--- src/rtl/ap_pkg.sv ---
// Shared definitions for the associative-processor host controller:
// FSM state encoding, column indices, AP command codes and clogb2.
package ap_pkg;

    typedef enum logic [3:0] {
        IDLE     = 4'd0,
        APRST    = 4'd1,
        LD_ACC   = 4'd2,
        WA_SET   = 4'd3,
        WA_HOLD  = 4'd4,
        WB_SET   = 4'd5,
        WB_HOLD  = 4'd6,
        RUN      = 4'd7,
        RD_ISSUE = 4'd8,
        RD_WAIT  = 4'd9,
        RD_OUT   = 4'd10,
        FIN      = 4'd11
    } ap_state_t;

    localparam logic [1:0] COL_A = 2'd0;
    localparam logic [1:0] COL_B = 2'd1;
    localparam logic [1:0] COL_C = 2'd2;

    localparam logic [2:0] AP_CMD_OR  = 3'd0;
    localparam logic [2:0] AP_CMD_AND = 3'd1;
    localparam logic [2:0] AP_CMD_XOR = 3'd2;
    localparam logic [2:0] AP_CMD_ADD = 3'd3;
    localparam logic [2:0] AP_CMD_SUB = 3'd4;

    // Ceiling log2, never below 1 so a single-cell AP still gets a 1-bit address.
    function automatic int clogb2(input int value);
        int v;
        int r;
        v = value - 1;
        r = 0;
        while (v > 0) begin
            r = r + 1;
            v = v >> 1;
        end
        if (r < 1) r = 1;
        return r;
    endfunction

endpackage

--- src/rtl/ap_host_rd_stage.sv ---
// Read-back stage: waits READ_LAT cycles after a read strobe, captures the
// AP column-C word and holds it on a valid/ready result port until taken.
// READ_LAT must be at least 1.
module ap_host_rd_stage #(
    parameter int WORD_SIZE = 8,
    parameter int READ_LAT  = 2
) (
    input  logic                 clk,
    input  logic                 rst,
    input  logic                 start,
    input  logic [WORD_SIZE-1:0] ap_data_out,
    input  logic                 res_ready,
    output logic                 cap,
    output logic                 res_valid,
    output logic [WORD_SIZE-1:0] res_data
);

    localparam int CW = (READ_LAT > 1) ? $clog2(READ_LAT) : 1;

    logic          waiting;
    logic [CW-1:0] cnt;

    // The capture cycle is the READ_LAT-th cycle after the strobe cycle.
    assign cap = waiting && (cnt == CW'(READ_LAT - 1));

    // Latency counter armed by the read strobe, disarmed at capture.
    always_ff @(posedge clk or posedge rst) begin
        if (rst) begin
            waiting <= 1'b0;
            cnt     <= '0;
        end else if (start) begin
            waiting <= 1'b1;
            cnt     <= '0;
        end else if (cap) begin
            waiting <= 1'b0;
            cnt     <= '0;
        end else if (waiting) begin
            cnt <= cnt + CW'(1);
        end
    end

    // Result holding register; data stays frozen while the sink stalls.
    always_ff @(posedge clk or posedge rst) begin
        if (rst) begin
            res_valid <= 1'b0;
            res_data  <= '0;
        end else if (cap) begin
            res_valid <= 1'b1;
            res_data  <= ap_data_out;
        end else if (res_valid && res_ready) begin
            res_valid <= 1'b0;
        end
    end

endmodule

--- src/rtl/ap_host_ctrl.sv ---
// Host-side initiator for the associative processor: loads operand pairs
// into columns A/B, runs the AP until its IRQ, streams column C back out.
// Optional watchdog on the RUN phase is enabled with `define AP_TIMEOUT_EN.
//
// Handshakes (opnd_*, res_*): a beat transfers on a rising clock edge where
// valid and ready are both high; the producer keeps valid and data stable
// until that edge, and ready may depend on nothing but controller state.
module ap_host_ctrl
    import ap_pkg::*;
#(
    parameter int WORD_SIZE   = 8,
    parameter int CELL_QUANT  = 512,
    parameter int READ_LAT    = 2,
    parameter int TIMEOUT_CYC = 256,
    localparam int AW         = clogb2(CELL_QUANT)
) (
    input  logic                 CLK100MHZ,
    input  logic                 rst,
    input  logic                 start,
    input  logic [AW:0]          n_cells,
    input  logic [2:0]           op_cmd,
    output logic                 busy,
    output logic                 done,
    output logic                 err,
    input  logic                 opnd_valid,
    output logic                 opnd_ready,
    input  logic [WORD_SIZE-1:0] opnd_a,
    input  logic [WORD_SIZE-1:0] opnd_b,
    output logic                 res_valid,
    input  logic                 res_ready,
    output logic [WORD_SIZE-1:0] res_data,
    output logic                 res_last,
    output logic                 ap_rst,
    output logic [AW-1:0]        ap_addr,
    output logic [WORD_SIZE-1:0] ap_data,
    output logic                 ap_write_en,
    output logic                 ap_read_en,
    output logic                 ap_mode,
    output logic [1:0]           ap_sel_col,
    output logic                 ap_sel_internal_col,
    output logic [2:0]           ap_cmd,
    input  logic [WORD_SIZE-1:0] ap_data_out,
    input  logic                 ap_state_irq,
    output logic [3:0]           state_dbg
);

    ap_state_t            state;
    ap_state_t            next_state;
    logic [AW-1:0]        addr;
    logic [AW:0]          n_reg;
    logic [AW:0]          n_clamp;
    logic [2:0]           cmd_reg;
    logic [WORD_SIZE-1:0] a_reg;
    logic [WORD_SIZE-1:0] b_reg;
    logic                 is_last;
    logic                 rd_cap;
    logic                 tmo_hit;
    logic                 accept;

    assign accept    = (state == IDLE) && start;
    assign n_clamp   = (n_cells > (AW+1)'(CELL_QUANT)) ? (AW+1)'(CELL_QUANT) : n_cells;
    assign is_last   = ({1'b0, addr} == (n_reg - (AW+1)'(1)));
    assign state_dbg = state;

`ifdef AP_TIMEOUT_EN
    localparam int TW = $clog2(TIMEOUT_CYC + 1);
    logic [TW-1:0] tmo_cnt;
    logic          err_q;

    // Fires on the last permitted RUN cycle when the AP is still silent.
    assign tmo_hit = (state == RUN) && !ap_state_irq && (tmo_cnt == TW'(TIMEOUT_CYC - 1));
    assign err     = err_q;

    // Counts cycles spent in RUN; cleared whenever the FSM is elsewhere.
    always_ff @(posedge CLK100MHZ or posedge rst) begin
        if (rst) begin
            tmo_cnt <= '0;
        end else if (state == RUN) begin
            tmo_cnt <= tmo_cnt + TW'(1);
        end else begin
            tmo_cnt <= '0;
        end
    end

    // Sticky error: set by a watchdog expiry, cleared by the next accepted job.
    always_ff @(posedge CLK100MHZ or posedge rst) begin
        if (rst) begin
            err_q <= 1'b0;
        end else if (accept) begin
            err_q <= 1'b0;
        end else if (tmo_hit) begin
            err_q <= 1'b1;
        end
    end
`else
    assign tmo_hit = 1'b0;
    assign err     = 1'b0;
`endif

    ap_host_rd_stage #(
        .WORD_SIZE (WORD_SIZE),
        .READ_LAT  (READ_LAT)
    ) u_rd_stage (
        .clk         (CLK100MHZ),
        .rst         (rst),
        .start       (state == RD_ISSUE),
        .ap_data_out (ap_data_out),
        .res_ready   (res_ready),
        .cap         (rd_cap),
        .res_valid   (res_valid),
        .res_data    (res_data)
    );

    // FSM state register.
    always_ff @(posedge CLK100MHZ or posedge rst) begin
        if (rst) begin
            state <= IDLE;
        end else begin
            state <= next_state;
        end
    end

    // Next-state and Moore output decode.
    always_comb begin
        next_state          = state;
        busy                = (state != IDLE);
        done                = 1'b0;
        opnd_ready          = 1'b0;
        res_last            = 1'b0;
        ap_rst              = 1'b0;
        ap_addr             = addr;
        ap_data             = '0;
        ap_write_en         = 1'b0;
        ap_read_en          = 1'b0;
        ap_mode             = 1'b0;
        ap_sel_col          = COL_A;
        ap_sel_internal_col = 1'b0;
        ap_cmd              = 3'd0;
        case (state)
            IDLE: begin
                if (start) begin
                    next_state = (n_cells == '0) ? FIN : APRST;
                end
            end
            APRST: begin
                ap_rst     = 1'b1;
                next_state = LD_ACC;
            end
            LD_ACC: begin
                opnd_ready = 1'b1;
                if (opnd_valid) next_state = WA_SET;
            end
            WA_SET: begin
                ap_write_en = 1'b1;
                ap_sel_col  = COL_A;
                ap_data     = a_reg;
                next_state  = WA_HOLD;
            end
            WA_HOLD: begin
                ap_sel_col = COL_A;
                ap_data    = a_reg;
                next_state = WB_SET;
            end
            WB_SET: begin
                ap_write_en = 1'b1;
                ap_sel_col  = COL_B;
                ap_data     = b_reg;
                next_state  = WB_HOLD;
            end
            WB_HOLD: begin
                ap_sel_col = COL_B;
                ap_data    = b_reg;
                next_state = is_last ? RUN : LD_ACC;
            end
            RUN: begin
                ap_mode = 1'b1;
                ap_cmd  = cmd_reg;
                if (ap_state_irq) begin
                    next_state = RD_ISSUE;
                end else if (tmo_hit) begin
                    next_state = FIN;
                end
            end
            RD_ISSUE: begin
                ap_read_en = 1'b1;
                ap_sel_col = COL_C;
                next_state = RD_WAIT;
            end
            RD_WAIT: begin
                ap_sel_col = COL_C;
                if (rd_cap) next_state = RD_OUT;
            end
            RD_OUT: begin
                ap_sel_col = COL_C;
                res_last   = is_last;
                if (res_valid && res_ready) begin
                    next_state = is_last ? FIN : RD_ISSUE;
                end
            end
            FIN: begin
                done       = 1'b1;
                next_state = IDLE;
            end
            default: begin
                next_state = IDLE;
            end
        endcase
    end

    // Job parameters latched when a start is accepted.
    always_ff @(posedge CLK100MHZ or posedge rst) begin
        if (rst) begin
            n_reg   <= '0;
            cmd_reg <= 3'd0;
        end else if (accept) begin
            n_reg   <= n_clamp;
            cmd_reg <= op_cmd;
        end
    end

    // Operand pair register, loaded on each accepted operand beat.
    always_ff @(posedge CLK100MHZ or posedge rst) begin
        if (rst) begin
            a_reg <= '0;
            b_reg <= '0;
        end else if ((state == LD_ACC) && opnd_valid) begin
            a_reg <= opnd_a;
            b_reg <= opnd_b;
        end
    end

    // Cell address: walks 0..n-1 for the load phase, then again for read-back.
    always_ff @(posedge CLK100MHZ or posedge rst) begin
        if (rst) begin
            addr <= '0;
        end else begin
            case (state)
                APRST:   addr <= '0;
                WB_HOLD: if (!is_last) addr <= addr + AW'(1);
                RUN:     if (ap_state_irq) addr <= '0;
                RD_OUT:  if (res_valid && res_ready && !is_last) addr <= addr + AW'(1);
                FIN:     addr <= '0;
                default: addr <= addr;
            endcase
        end
    end

endmodule

--- config.mk ---
export PLATFORM = sky130hd
export DESIGN_NAME = ap_host_ctrl
export DESIGN_NICKNAME = d
export VERILOG_FILES = /design/src/rtl/ap_pkg.sv /design/src/rtl/ap_host_rd_stage.sv /design/src/rtl/ap_host_ctrl.sv
export SDC_FILE = /design/constraint.sdc
export NUM_CORES = 1
export LEC_CHECK = 0
export ABC_AREA = 1
export BUFFER_PORTS_ARGS = -buffer_cell sky130_fd_sc_hd__buf_4
export CORE_UTILIZATION = 50
export DETAILED_ROUTE_END_ITERATION = 12
export PLACE_DENSITY = 0.86
export SLEW_MARGIN = 30
export SYNTH_ARGS = -nofsm -noshare
export SYNTH_HDL_FRONTEND = slang
export SYNTH_SLANG_ARGS = --single-unit
export TNS_END_PERCENT = 100
--- constraint.sdc ---
create_clock -name CLK100MHZ -period 2.75 [get_ports CLK100MHZ]
set_clock_uncertainty 0.15 [all_clocks]
set_input_delay 0.6875 -clock CLK100MHZ [delete_from_list [all_inputs] [get_ports CLK100MHZ]]
set_output_delay 0.6875 -clock CLK100MHZ [all_outputs]
set_load 0.05 [all_outputs]
After elaboration in Yosys (flattened, before gate mapping)
Index checks and enable logic that the tools add are counted.
Operators by class
  add/sub/neg operators: 3
  multiplexer cells: 31
  reductions and logical operators: 20
  $lt $le $gt $ge: 1
  eq/ne operators: 19
Operators by type and width (count)
  case mux 4 bit (11 select lines): 1
  case mux 9 bit (4 select lines): 1
  two-way mux 9 bit: 3
  two-way mux 4 bit: 6
  equality test 4 x 3 -> 1 bit (second input constant): 4
  equality test 4 bit (second input constant): 4
  case mux 8 bit (2 select lines): 1
  two-way mux 1 bit: 14
  inequality test 2 bit (second input constant): 7
  equality test 9 x 10 -> 1 bit: 1
  greater-than comparator 10 bit (second input constant): 1
  logical NOT 10 bit: 1
  two-way mux 10 bit: 1
  subtractor 10 x 1 -> 10 bit (second input constant): 1
  adder 9 x 1 -> 9 bit (second input constant): 1
  equality test 4 x 2 -> 1 bit (second input constant): 2
  nonzero test 4 bit: 2
  OR reduction 2 bit: 4
  two-way mux 3 bit: 2
  logical AND 1 bit: 5
  AND reduction 5 bit: 1
  equality test 4 x 1 -> 1 bit (second input constant): 1
  logical NOT 4 bit: 1
  case mux 2 bit (2 select lines): 1
  other kinds (7): 8
Storage, ports and cells
  input bits: 43
  bits in registers: 53
  output and inout bits: 45
  logic and storage cells: 84

Depth between registers and ports, before layout
Gate-level depths: netlist of the first run.
  depth after elaboration: 6
  mapped depth: 16
  mapped depth without buffers: 15

Modules after synthesis
From an unflattened synthesis of the first run, not the netlist that was laid out.
Unflattened totals
  cell total of the unflattened synthesis: 409
  area total of the unflattened synthesis: 3067.9 µm²
By module, submodules not included
  ap_host_ctrl: times used 1, area an instance 2618.8 µm², sequential area each 1051.0 µm², cells each 360
  ap_host_rd_stage: times used 1, area an instance 449.2 µm², sequential area each 275.3 µm², cells each 49

Worst setup path after synthesis of the first run
OpenSTA, ideal clock, no wires.
  path type: reg2out
  start: register state[2], in the netlist state_dbg[2]
  end: output ap_data[7]
  data required time: 1.913 ns
  path slack: -0.411 ns
  arrival time: 2.324 ns
  stages on the path, launching flop included: 7
  buffers on the path: 0
  cells stage by stage: dfrtp_1 -> inv_2 -> nor2_2 -> inv_2 -> nor2_1 -> a21oi_1 -> o21ai_0
Between the ends
  word-level cells in the longest chain between the ends: 3
  elaborated cells between the ends (all ways): 7
  classes of those cells: eq/ne: 4; mux: 1; reduce/logical: 2
RTL lines
  start: declaration: line ap_host_ctrl.sv:47  | ap_state_t state;
  start signal: assignment: line ap_host_ctrl.sv:119  | state <= next_state;
  equality test 4 x 3 -> 1 bit / equality test 4 x 2 -> 1 bit (equally long branches): line ap_host_ctrl.sv:139  | case (state)
  OR reduction 2 bit (no source line)
  case mux 8 bit (2 select lines) (*): line ap_host_ctrl.sv:139
  end: declaration: line ap_host_ctrl.sv:35  | output logic [WORD_SIZE-1:0] ap_data,
Every way passes the cells marked *; elsewhere a longest branch is shown, timed or not.

Final worst setup path of the first run
  start: register n_reg[0]
  end: output res_last
Between the ends
  word-level cells in the longest chain between the ends: 3
RTL lines
  start: declaration: line ap_host_ctrl.sv:50  | logic [AW:0] n_reg;
  start signal: assignment: line ap_host_ctrl.sv:216  | n_reg <= n_clamp;
  subtractor 10 x 1 -> 10 bit: line ap_host_ctrl.sv:62  | assign is_last = ({1'b0, addr} == (n_reg - (AW+1)'(1)));
  equality test 9 x 10 -> 1 bit: line ap_host_ctrl.sv:62
  two-way mux 1 bit: line ap_host_ctrl.sv:139
  end: declaration: line ap_host_ctrl.sv:32  | output logic res_last,
Every way passes these cells.

==> flow_metrics.env, run 1 <==
export IMPL_fin_crit_ns=2.80
export IMPL_die_x_um=80.0
export IMPL_synthArstFlopShare=1.00
export IMPL_synth_simple_area_share=0.319
export IMPL_synthAdderAreaFrac=0.00822
export IMPL_grt_max_degree=38
export IMPL_worst_hold_slack_ns=0.202
export IMPL_dr_pass1_iters=4
export IMPL_drc=0
export IMPL_critPathKind="reg -> out"
export IMPL_core_area_um2=5890
export IMPL_largest_reg_flops=10
export IMPL_cts_tree="built"
export IMPL_leakage_nw=2.14
export IMPL_final_util=0.680
export IMPL_status="finished, violations left"
export IMPL_drt_wl_total_um=7400
export IMPL_drive_above_1_share=0.307
export IMPL_antenna_left=0
export IMPL_start_util=0.517
export IMPL_avgSynthCellArea_um2=7.37
export IMPL_synth_cells=413
export IMPL_synth_main_ff_cell="dfrtp_1"
export IMPL_yosys_cell_types_count=37
export IMPL_cts_buffer_depth=2
export IMPL_numPortBuffers=85
export IMPL_worst_setup_path_end_kind="output pin"
export IMPL_dieArea_um2=6400
export IMPL_via_count=2939
export IMPL_seq_area_frac_synth=0.436
export IMPL_synth_seq_cells=53
export IMPL_synth_warnings=0
export IMPL_violations="setup timing"
export IMPL_netlist_area_um2=3040
export IMPL_finalSetupViolCount=1
export IMPL_yosysTopAreaCell="dfrtp_1"
export IMPL_hold_buffers=0
export IMPL_synth_compound_area_share=0.120
export IMPL_critPathLaunchType="register"
export IMPL_final_common_cell="nand2_1"
export IMPL_arrival_ns=1.97
export IMPL_worst_slack_ns=-0.0529
export IMPL_timing_final_crit_share=1.02
export IMPL_ff2ff_path_depth=8
export IMPL_htree_levels=2
export IMPL_finalMaxSlewViolations=0
export IMPL_max_vdd_ir_drop_uv=875
export IMPL_via_per_inst=5.04
export IMPL_synth_edff_count=0
export IMPL_maxCapViolations=0
export IMPL_grt_pass1_vias=2818
export IMPL_finalNetCount=552
export IMPL_cts_made_buffers=5
export IMPL_cts_clk_slew_worst_paths_ns=0.10
export IMPL_final_cell_mix="nand2_1 (117), buf_4 (92), inv_1 (53)"
export IMPL_yosysTopAreaCellShare=0.436
export IMPL_tns_ns=-0.0529
export IMPL_required_ns=1.91
export IMPL_synth_top_family_by_area="simple AND/OR/NAND/NOR gates"
export IMPL_rsz0062_at_grt="true"
export IMPL_drtIter0Drc=185
export IMPL_dieHeight_um=80.0
export IMPL_max_slew_margin_rel=0.598
export IMPL_synth_xor_area_frac=0.0115
export IMPL_fmax_mhz=357
export IMPL_wl_per_cell_um=12.7
export IMPL_synth_mux_area_frac=0.00370
export IMPL_root_buffer="clkbuf_8"
export IMPL_antenna_cells=0
export IMPL_synthTopCellsByArea="dfrtp_1 (44%), nand2_1 (14%), inv_1 (7.0%)"
export IMPL_hold_path_class="in -> async"
export IMPL_worst_pin_slew_ns=0.597
export IMPL_antenna_found_initial=0
export IMPL_gp_congestion=0.922
export IMPL_place_hpwl_um=5600
export IMPL_grt_pass1_wl_um=12200
export IMPL_power_density_nw_per_um2=1260
export IMPL_n_fill_cell=482
export IMPL_grt_total_usage=0.245
export IMPL_cts_sinks=53
export IMPL_overflow=0
export IMPL_row_count=28
export IMPL_critPathMaxFanout=4
export IMPL_finalHoldViolCount=0
export IMPL_clkLatencyLatePin_ns=0.31
export IMPL_num_io_pins=88
export IMPL_area_growth_pct=31.5
## worst paths after layout
kind,from,endpoint,slack (ns)
max reg2reg,state_dbg[2]$_DFFE_PP0P_,n_reg[0]$_DFFE_PP0P_,0.45
max,n_reg[0]$_DFFE_PP0P_,res_last,-0.05
min,rst,a_reg[0]$_DFFE_PP0P_,0.20
min in group CLK100MHZ,u_rd_stage.res_data[0]$_DFFE_PP0P_,u_rd_stage.res_data[0]$_DFFE_PP0P_,0.34
min reg2reg,u_rd_stage.res_data[0]$_DFFE_PP0P_,u_rd_stage.res_data[0]$_DFFE_PP0P_,0.34
max in group asynchronous,rst,state_dbg[2]$_DFFE_PP0P_,1.70
## kinds of logic (layout without fill, tap and decap cells)
family / after synthesis / count (layout)
other cells: 1 / 2
buf+inv: 74 / 168
xor+xnor: 4 / 4
flops: 53 / 53
compound gates: 60 / 60
fa+ha+maj: 2 / 2
mux: 1 / 1
simple gates: 218 / 218
## what timing repair did
action,4_1_cts,5_1_grt
setup buffers,1,5
gates cloned,0,0
endpoints found under the setup margin,9,8
gates resized for setup,7,9
pin swaps,0,3
## worst max-delay path: stages, from the launching register on
cell     delay (ns)
dfrtp_1        0.41
inv_2          0.10
ha_4           0.16
nand2_1        0.07
nor2_2         0.10
nand2_1        0.07
nand2_1        0.05
nand2_1        0.05
nor2_1         0.08
nand2_1        0.11
nor2_4         0.15
nand3_4        0.08
inv_2          0.08
buf_8          0.14
## final cells by class
class                   instances  area, um^2  share of cell area
clock buffers                   5        68.8              0.0172
clock inverters                 3        65.1              0.0163
inverters                      65         244              0.0610
multi-input cells             287        1470               0.366
flip-flops and latches         53        1330               0.332
well taps                      75        93.8              0.0234
repair buffers                 95         737               0.184
## through the flow
stage               area, um^2  cells  total power, mW  worst slack [ns]
global placement          3760    569             4.20             0.200
finish                    4000    583             5.04           -0.0529
floorplan                 3050    414             3.55            -0.130
global route              4000    583             5.38            -0.164
CTS                       3940    578             4.96            -0.100
detailed placement        3760    569             4.28             0.100
## report_power, final
| part | internal [mW] | total (mW) | switching [mW] |
|---|---|---|---|
| sequential | 1.09 | 1.33 | 0.235 |
| combinational | 0.972 | 3.08 | 2.11 |
| clock | 0.362 | 0.628 | 0.266 |
| total | 2.43 | 5.04 | 2.61 |
## metal layers
layer | global-route usage | part of all wire
met3 | 0.0526 | 0.067
met2 | 0.437 | 0.50
met5 | 0 | 0
met4 | 0.0732 | 0.019
met1 | 0.295 | 0.42
## synth_stat cells, types with 2 or more instances
cell	instances
nor2_2	9
o21ai_2	10
nor3_1	5
nand3_2	2
inv_2	7
nand3_1	18
dfrtp_1	53
o21ai_0	16
nor2_4	4
o21ai_1	3
nand2_1	117
nor2_1	47
xor2_1	3
ha_1	2
or2_2	3
a21oi_1	18
inv_1	57
buf_4	3
o22ai_1	8
nand2_2	4
nor4_1	2
nand3b_1	3
clkbuf_1	5
No activity file was read; power rests on OpenSTA's default activity.
==> run 2: changes to the inputs <==
--- a/config.mk
+++ b/config.mk
@@ -7,9 +7,11 @@
 export LEC_CHECK = 0
 export ABC_AREA = 1
 export BUFFER_PORTS_ARGS = -buffer_cell sky130_fd_sc_hd__buf_4
-export CORE_UTILIZATION = 50
+export CELL_PAD_IN_SITES_DETAIL_PLACEMENT = 1
+export CELL_PAD_IN_SITES_GLOBAL_PLACEMENT = 2
+export CORE_UTILIZATION = 28
 export DETAILED_ROUTE_END_ITERATION = 12
-export PLACE_DENSITY = 0.86
+export PLACE_DENSITY = 0.88
 export SLEW_MARGIN = 30
 export SYNTH_ARGS = -nofsm -noshare
 export SYNTH_HDL_FRONTEND = slang
==> flow_metrics.env, run 2 (synthesis results as in run 1) <==
export IMPL_status="finished, violations left"
export IMPL_violations="setup timing"
export IMPL_dieArea_um2=11300
export IMPL_finalMaxSlewViolations=0
export IMPL_reg2reg_slack_ns=0.43
export IMPL_rsz0062_at_grt="true"
export IMPL_fin_area_um2=4080
export IMPL_clkLatencyLatePin_ns=0.32
export IMPL_finalNetCount=557
export IMPL_n_fill_cell=1318
export IMPL_cts_made_buffers=5
export IMPL_hold_buffers=0
export IMPL_critPathLaunchType="register"
export IMPL_grt_pass1_wl_um=15500
export IMPL_power_density_nw_per_um2=1230
export IMPL_final_common_cell="nand2_1"
export IMPL_fin_crit_ns=2.79
export IMPL_via_per_inst=4.61
export IMPL_cts_clk_slew_worst_paths_ns=0.11
export IMPL_place_hpwl_um=7110
export IMPL_max_vdd_ir_drop_uv=576
export IMPL_htree_levels=2
export IMPL_critPathKind="reg -> out"
export IMPL_maxCapViolations=0
export IMPL_worst_pin_slew_ns=0.581
export IMPL_start_util=0.292
export IMPL_overflow=0
export IMPL_place_area_um2=3840
export IMPL_die_x_um=106
export IMPL_leakage_nw=2.14
export IMPL_fmax_mhz=359
export IMPL_max_slew_margin_rel=0.612
export IMPL_cts_tree="built"
export IMPL_placed_cells=632
export IMPL_antenna_left=0
export IMPL_antenna_cells=0
export IMPL_cts_sinks=53
export IMPL_core_area_um2=10400
export IMPL_largest_reg_flops=10
export IMPL_regArea_um2=1330
export IMPL_drt_wl_total_um=9270
export IMPL_dieHeight_um=106
export IMPL_required_ns=1.91
export IMPL_timing_final_crit_share=1.01
export IMPL_layoutNonFillerInstCount=648
export IMPL_grt_max_degree=23
export IMPL_cts_buffer_depth=2
export IMPL_finalSetupViolCount=1
export IMPL_numPortBuffers=85
export IMPL_multiInputGateArea_um2=1480
export IMPL_final_cell_mix="nand2_1 (113), buf_4 (97), dfrtp_1 (53)"
export IMPL_antenna_found_initial=0
export IMPL_via_count=2986
export IMPL_finalHoldViolCount=0
export IMPL_root_buffer="clkbuf_8"
export IMPL_wl_per_cell_um=14.3
export IMPL_num_io_pins=88
export IMPL_worst_slack_ns=-0.0365
export IMPL_drtIter0Drc=93
export IMPL_row_count=37
export IMPL_drc=0
export IMPL_grt_total_usage=0.172
export IMPL_worst_setup_path_end_kind="output pin"
export IMPL_drive_above_1_share=0.322
export IMPL_arrival_ns=1.95
export IMPL_critPathMaxFanout=2
export IMPL_dr_pass1_iters=4
export IMPL_hold_path_class="in -> async"
export IMPL_grt_pass1_vias=3226
export IMPL_gp_congestion=0.803
export IMPL_area_growth_pct=33.9
==> run 2: cell count changes in the layout (fill, tap and decap cells not counted), moves of 2 or more <==
cell       change
bufinv_16      -2
nand2_2        +4
nand2_1        -4
buf_4          +5
==> run 2: critical path, stage by stage, from the launching register on <==
cell and delay (ns):
dfrtp_1 0.40, inv_2 0.07, ha_4 0.27, inv_2 0.03
nand2_2 0.05, nand2_2 0.05, nor2_2 0.10, nand3_1 0.08
nor2_1 0.13, nand2_2 0.08, nor2_4 0.09, nand3_2 0.08
inv_2 0.08, buf_8 0.14
==> run 2: final cells by class <==
| type | instances | area share |
|---|---|---|
| flip-flops and latches | 53 | 0.325 |
| clock buffers | 5 | 0.0169 |
| inverters | 65 | 0.0599 |
| repair buffers | 100 | 0.190 |
| multi-input cells | 287 | 0.362 |
| clock inverters | 2 | 0.00399 |
| well taps | 136 | 0.0417 |
==> run 2: power breakdown <==
group	internal (mW)	switching [mW]
registers	1.09	0.242
logic	1.02	2.18
clock network	0.177	0.292
==> run 2: per-layer routing <==
metal	routed length, um	track usage	up-vias
met5	0	0	-
met4	86	0.0387	0
met3	514	0.0448	11
met2	4710	0.309	67
met1	3960	0.203	1429
li1	-	-	1479
==> run 2: worst paths after layout <==
kind,start,endpoint,cells past startpoint
max reg2reg,state_dbg[2]$_DFFE_PP0P_,n_reg[8]$_DFFE_PP0P_,9
min,rst,ap_addr[7]$_DFFE_PP0P_,2
max,n_reg[1]$_DFFE_PP0P_,res_last,13
max in group asynchronous,rst,n_reg[0]$_DFFE_PP0P_,3
min in group CLK100MHZ,u_rd_stage.res_data[7]$_DFFE_PP0P_,u_rd_stage.res_data[7]$_DFFE_PP0P_,2
min reg2reg,u_rd_stage.res_data[7]$_DFFE_PP0P_,u_rd_stage.res_data[7]$_DFFE_PP0P_,2
==> run 2: timing repair <==
| item | CTS | global route |
|---|---|---|
| gates resized for setup | 11 | 10 |
| buffers inserted | 5 | 4 |
| setup endpoints to repair | 10 | 10 |
| pin swaps | 3 | 7 |
==> run 2: through the flow <==
step / TNS [ns] / total power, mW / util / hold slack, ns / setup slack [ns]
final: -0.0365 / 5.00 / 0.391 / 0.236 / -0.0365
after detailed placement: 0 / 4.36 / 0.369 / 0.316 / 0.158
after global routing: -0.189 / 5.40 / 0.391 / 0.269 / -0.168
after global placement: 0 / 4.29 / 0.369 / 0.316 / 0.212
after CTS: -0.0547 / 4.94 / 0.384 / 0.251 / -0.0547
after floorplan: -0.968 / 3.55 / - / 0.329 / -0.130
==> run 3: changes to the inputs <==
--- a/config.mk
+++ b/config.mk
@@ -12,6 +12,7 @@
 export CORE_UTILIZATION = 28
 export DETAILED_ROUTE_END_ITERATION = 12
 export PLACE_DENSITY = 0.88
+export SETUP_SLACK_MARGIN = 0.1
 export SLEW_MARGIN = 30
 export SYNTH_ARGS = -nofsm -noshare
 export SYNTH_HDL_FRONTEND = slang
==> flow_metrics.env, run 3 (synthesis results as in run 1) <==
export IMPL_status="finished clean"
export IMPL_core_area_um2=10400
export IMPL_antenna_cells=0
export IMPL_critPathMaxStageDelay_ns=0.40
export IMPL_via_per_inst=4.59
export IMPL_critPathLaunchType="register"
export IMPL_grt_pass1_vias=3077
export IMPL_numPortBuffers=85
export IMPL_worst_hold_slack_ns=0.260
export IMPL_clkLatencyLatePin_ns=0.31
export IMPL_grt_max_degree=54
export IMPL_layoutNonFillerInstCount=651
export IMPL_fin_crit_ns=2.74
export IMPL_cp_startpoint="n_reg[1]$_DFFE_PP0P_"
export IMPL_cts_made_buffers=5
export IMPL_grt_pass1_wl_um=14800
export IMPL_via_count=2986
export IMPL_arrival_ns=1.91
export IMPL_die_x_um=106
export IMPL_cts_sinks=53
export IMPL_hold_buffers=0
export IMPL_placed_cells=631
export IMPL_antenna_left=0
export IMPL_critPathKind="reg -> out"
export IMPL_finalNetCount=559
export IMPL_finalSetupViolCount=0
export IMPL_overflow=0
export IMPL_largest_reg_flops=10
export IMPL_max_vdd_ir_drop_uv=688
export IMPL_power_density_nw_per_um2=1230
export IMPL_row_count=37
export IMPL_num_io_pins=88
export IMPL_drc=0
export IMPL_drtIter0Drc=66
export IMPL_cts_clk_slew_worst_paths_ns=0.11
export IMPL_place_hpwl_um=6760
export IMPL_root_buffer="clkbuf_8"
export IMPL_timing_final_crit_share=0.998
export IMPL_final_common_cell="nand2_1"
export IMPL_path_cells="inv_2 -> ha_4 -> nand2_1 -> nand2_1 -> nand2_1 -> nand2_1 -> nand2_1 -> nor2_1 -> nand2_1 -> nor2_4 -> nand3_2 -> inv_2 -> buf_8"
export IMPL_critPathSlowestCell="dfrtp_1"
export IMPL_fmax_mhz=364
export IMPL_finalMaxSlewViolations=0
export IMPL_dieHeight_um=106
export IMPL_required_ns=1.91
export IMPL_finalPower_mw=5.17
export IMPL_dieArea_um2=11300
export IMPL_rr_startpoint="n_reg[1]$_DFFE_PP0P_"
export IMPL_rsz0062_at_grt="true"
export IMPL_gp_congestion=0.795
export IMPL_area_growth_pct=38.4
export IMPL_cts_buffer_depth=2
export IMPL_finalHoldViolCount=0
export IMPL_fin_area_um2=4210
export IMPL_final_cell_mix="nand2_1 (111), buf_4 (97), inv_1 (49)"
export IMPL_grt_total_usage=0.163
export IMPL_maxCapViolations=0
export IMPL_antenna_found_initial=0
export IMPL_dr_pass1_iters=4
export IMPL_critPathMaxFanout=4
export IMPL_wl_per_cell_um=13.6
export IMPL_path_common_cell="nand2_1"
export IMPL_place_area_um2=3850
export IMPL_drt_wl_total_um=8870
export IMPL_worst_setup_path_end_kind="output pin"
export IMPL_cts_tree="built"
export IMPL_start_util=0.292
export IMPL_drive_above_1_share=0.365
export IMPL_n_fill_cell=1313
export IMPL_leakage_nw=2.18
export IMPL_htree_levels=2
export IMPL_hold_path_class="in -> async"
run 3: changes by cell type in the layout (fill, tap and decap cells not counted), moves of 2 or more:
| cell | before | now |
|---|---|---|
| o22ai_1 | 8 | 1 |
| o22ai_2 | 0 | 7 |
| dfrtp_1 | 53 | 47 |
| dfrtp_2 | 0 | 6 |
| nor2_4 | 7 | 11 |
| inv_1 | 52 | 49 |
| nor2_2 | 9 | 6 |
| inv_2 | 12 | 14 |
| nand2_1 | 113 | 111 |
run 3: layer usage:
layer,vias to the layer above,share of wire,track usage
met2,68,0.49,0.278
met5,-,0,0
met3,8,0.060,0.0423
met4,0,0.010,0.0337
met1,1428,0.44,0.208
li1,1482,-,-
run 3: worst max-delay path, delay by kind of cell (launching register included):
kind,cells,cell delay [ns]
simple gates,9,0.72
fa+ha+maj,1,0.18
flops,1,0.40
buf+inv,3,0.31
run 3: final cells by class:
type / instances / area, um^2 / share of cell area
repair buffers: 102 / 806 / 0.191
inverters: 65 / 246 / 0.0585
multi-input cells: 287 / 1560 / 0.370
well taps: 136 / 170 / 0.0404
clock inverters: 2 / 17.5 / 0.00416
flip-flops and latches: 53 / 1330 / 0.317
clock buffers: 6 / 82.6 / 0.0196
run 3: timing repair:
| item | 4_1_cts | 5_1_grt |
|---|---|---|
| gates cloned | 0 | 0 |
| endpoints found under the hold margin | 0 | 0 |
| endpoints found under the setup margin | 10 | 9 |
| resized for setup | 19 | 27 |
| pin swaps | 4 | 13 |
| buffers inserted | 6 | 6 |
run 3: final timing paths:
kind | end | slack, ns | cells after the start
min in group CLK100MHZ | u_rd_stage.res_data[1]$_DFFE_PP0P_ | 0.35 | 2
max in group asynchronous | n_reg[3]$_DFFE_PP0P_ | 1.90 | 3
worst min register to register | u_rd_stage.res_data[1]$_DFFE_PP0P_ | 0.35 | 2
worst min-delay path | b_reg[2]$_DFFE_PP0P_ | 0.26 | 3
worst max-delay path | res_last | 0.005 | 13
worst max register to register | ap_addr[4]$_DFFE_PP0P_ | 0.43 | 16
run 3: report_power, final:
group	switching [mW]	internal, mW
logic	2.24	1.10
registers	0.237	1.10
clock network	0.284	0.210
total	2.76	2.41
run 3: stage by stage:
stage / util / setup TNS [ns] / setup WS, ns
after floorplan: - / -0.968 / -0.130
after global placement: 0.370 / 0 / 0.220
after detailed placement: 0.370 / 0 / 0.173
after CTS: 0.391 / -0.0269 / -0.0269
after global routing: 0.405 / -0.117 / -0.117
final: 0.405 / 0 / 0.00547
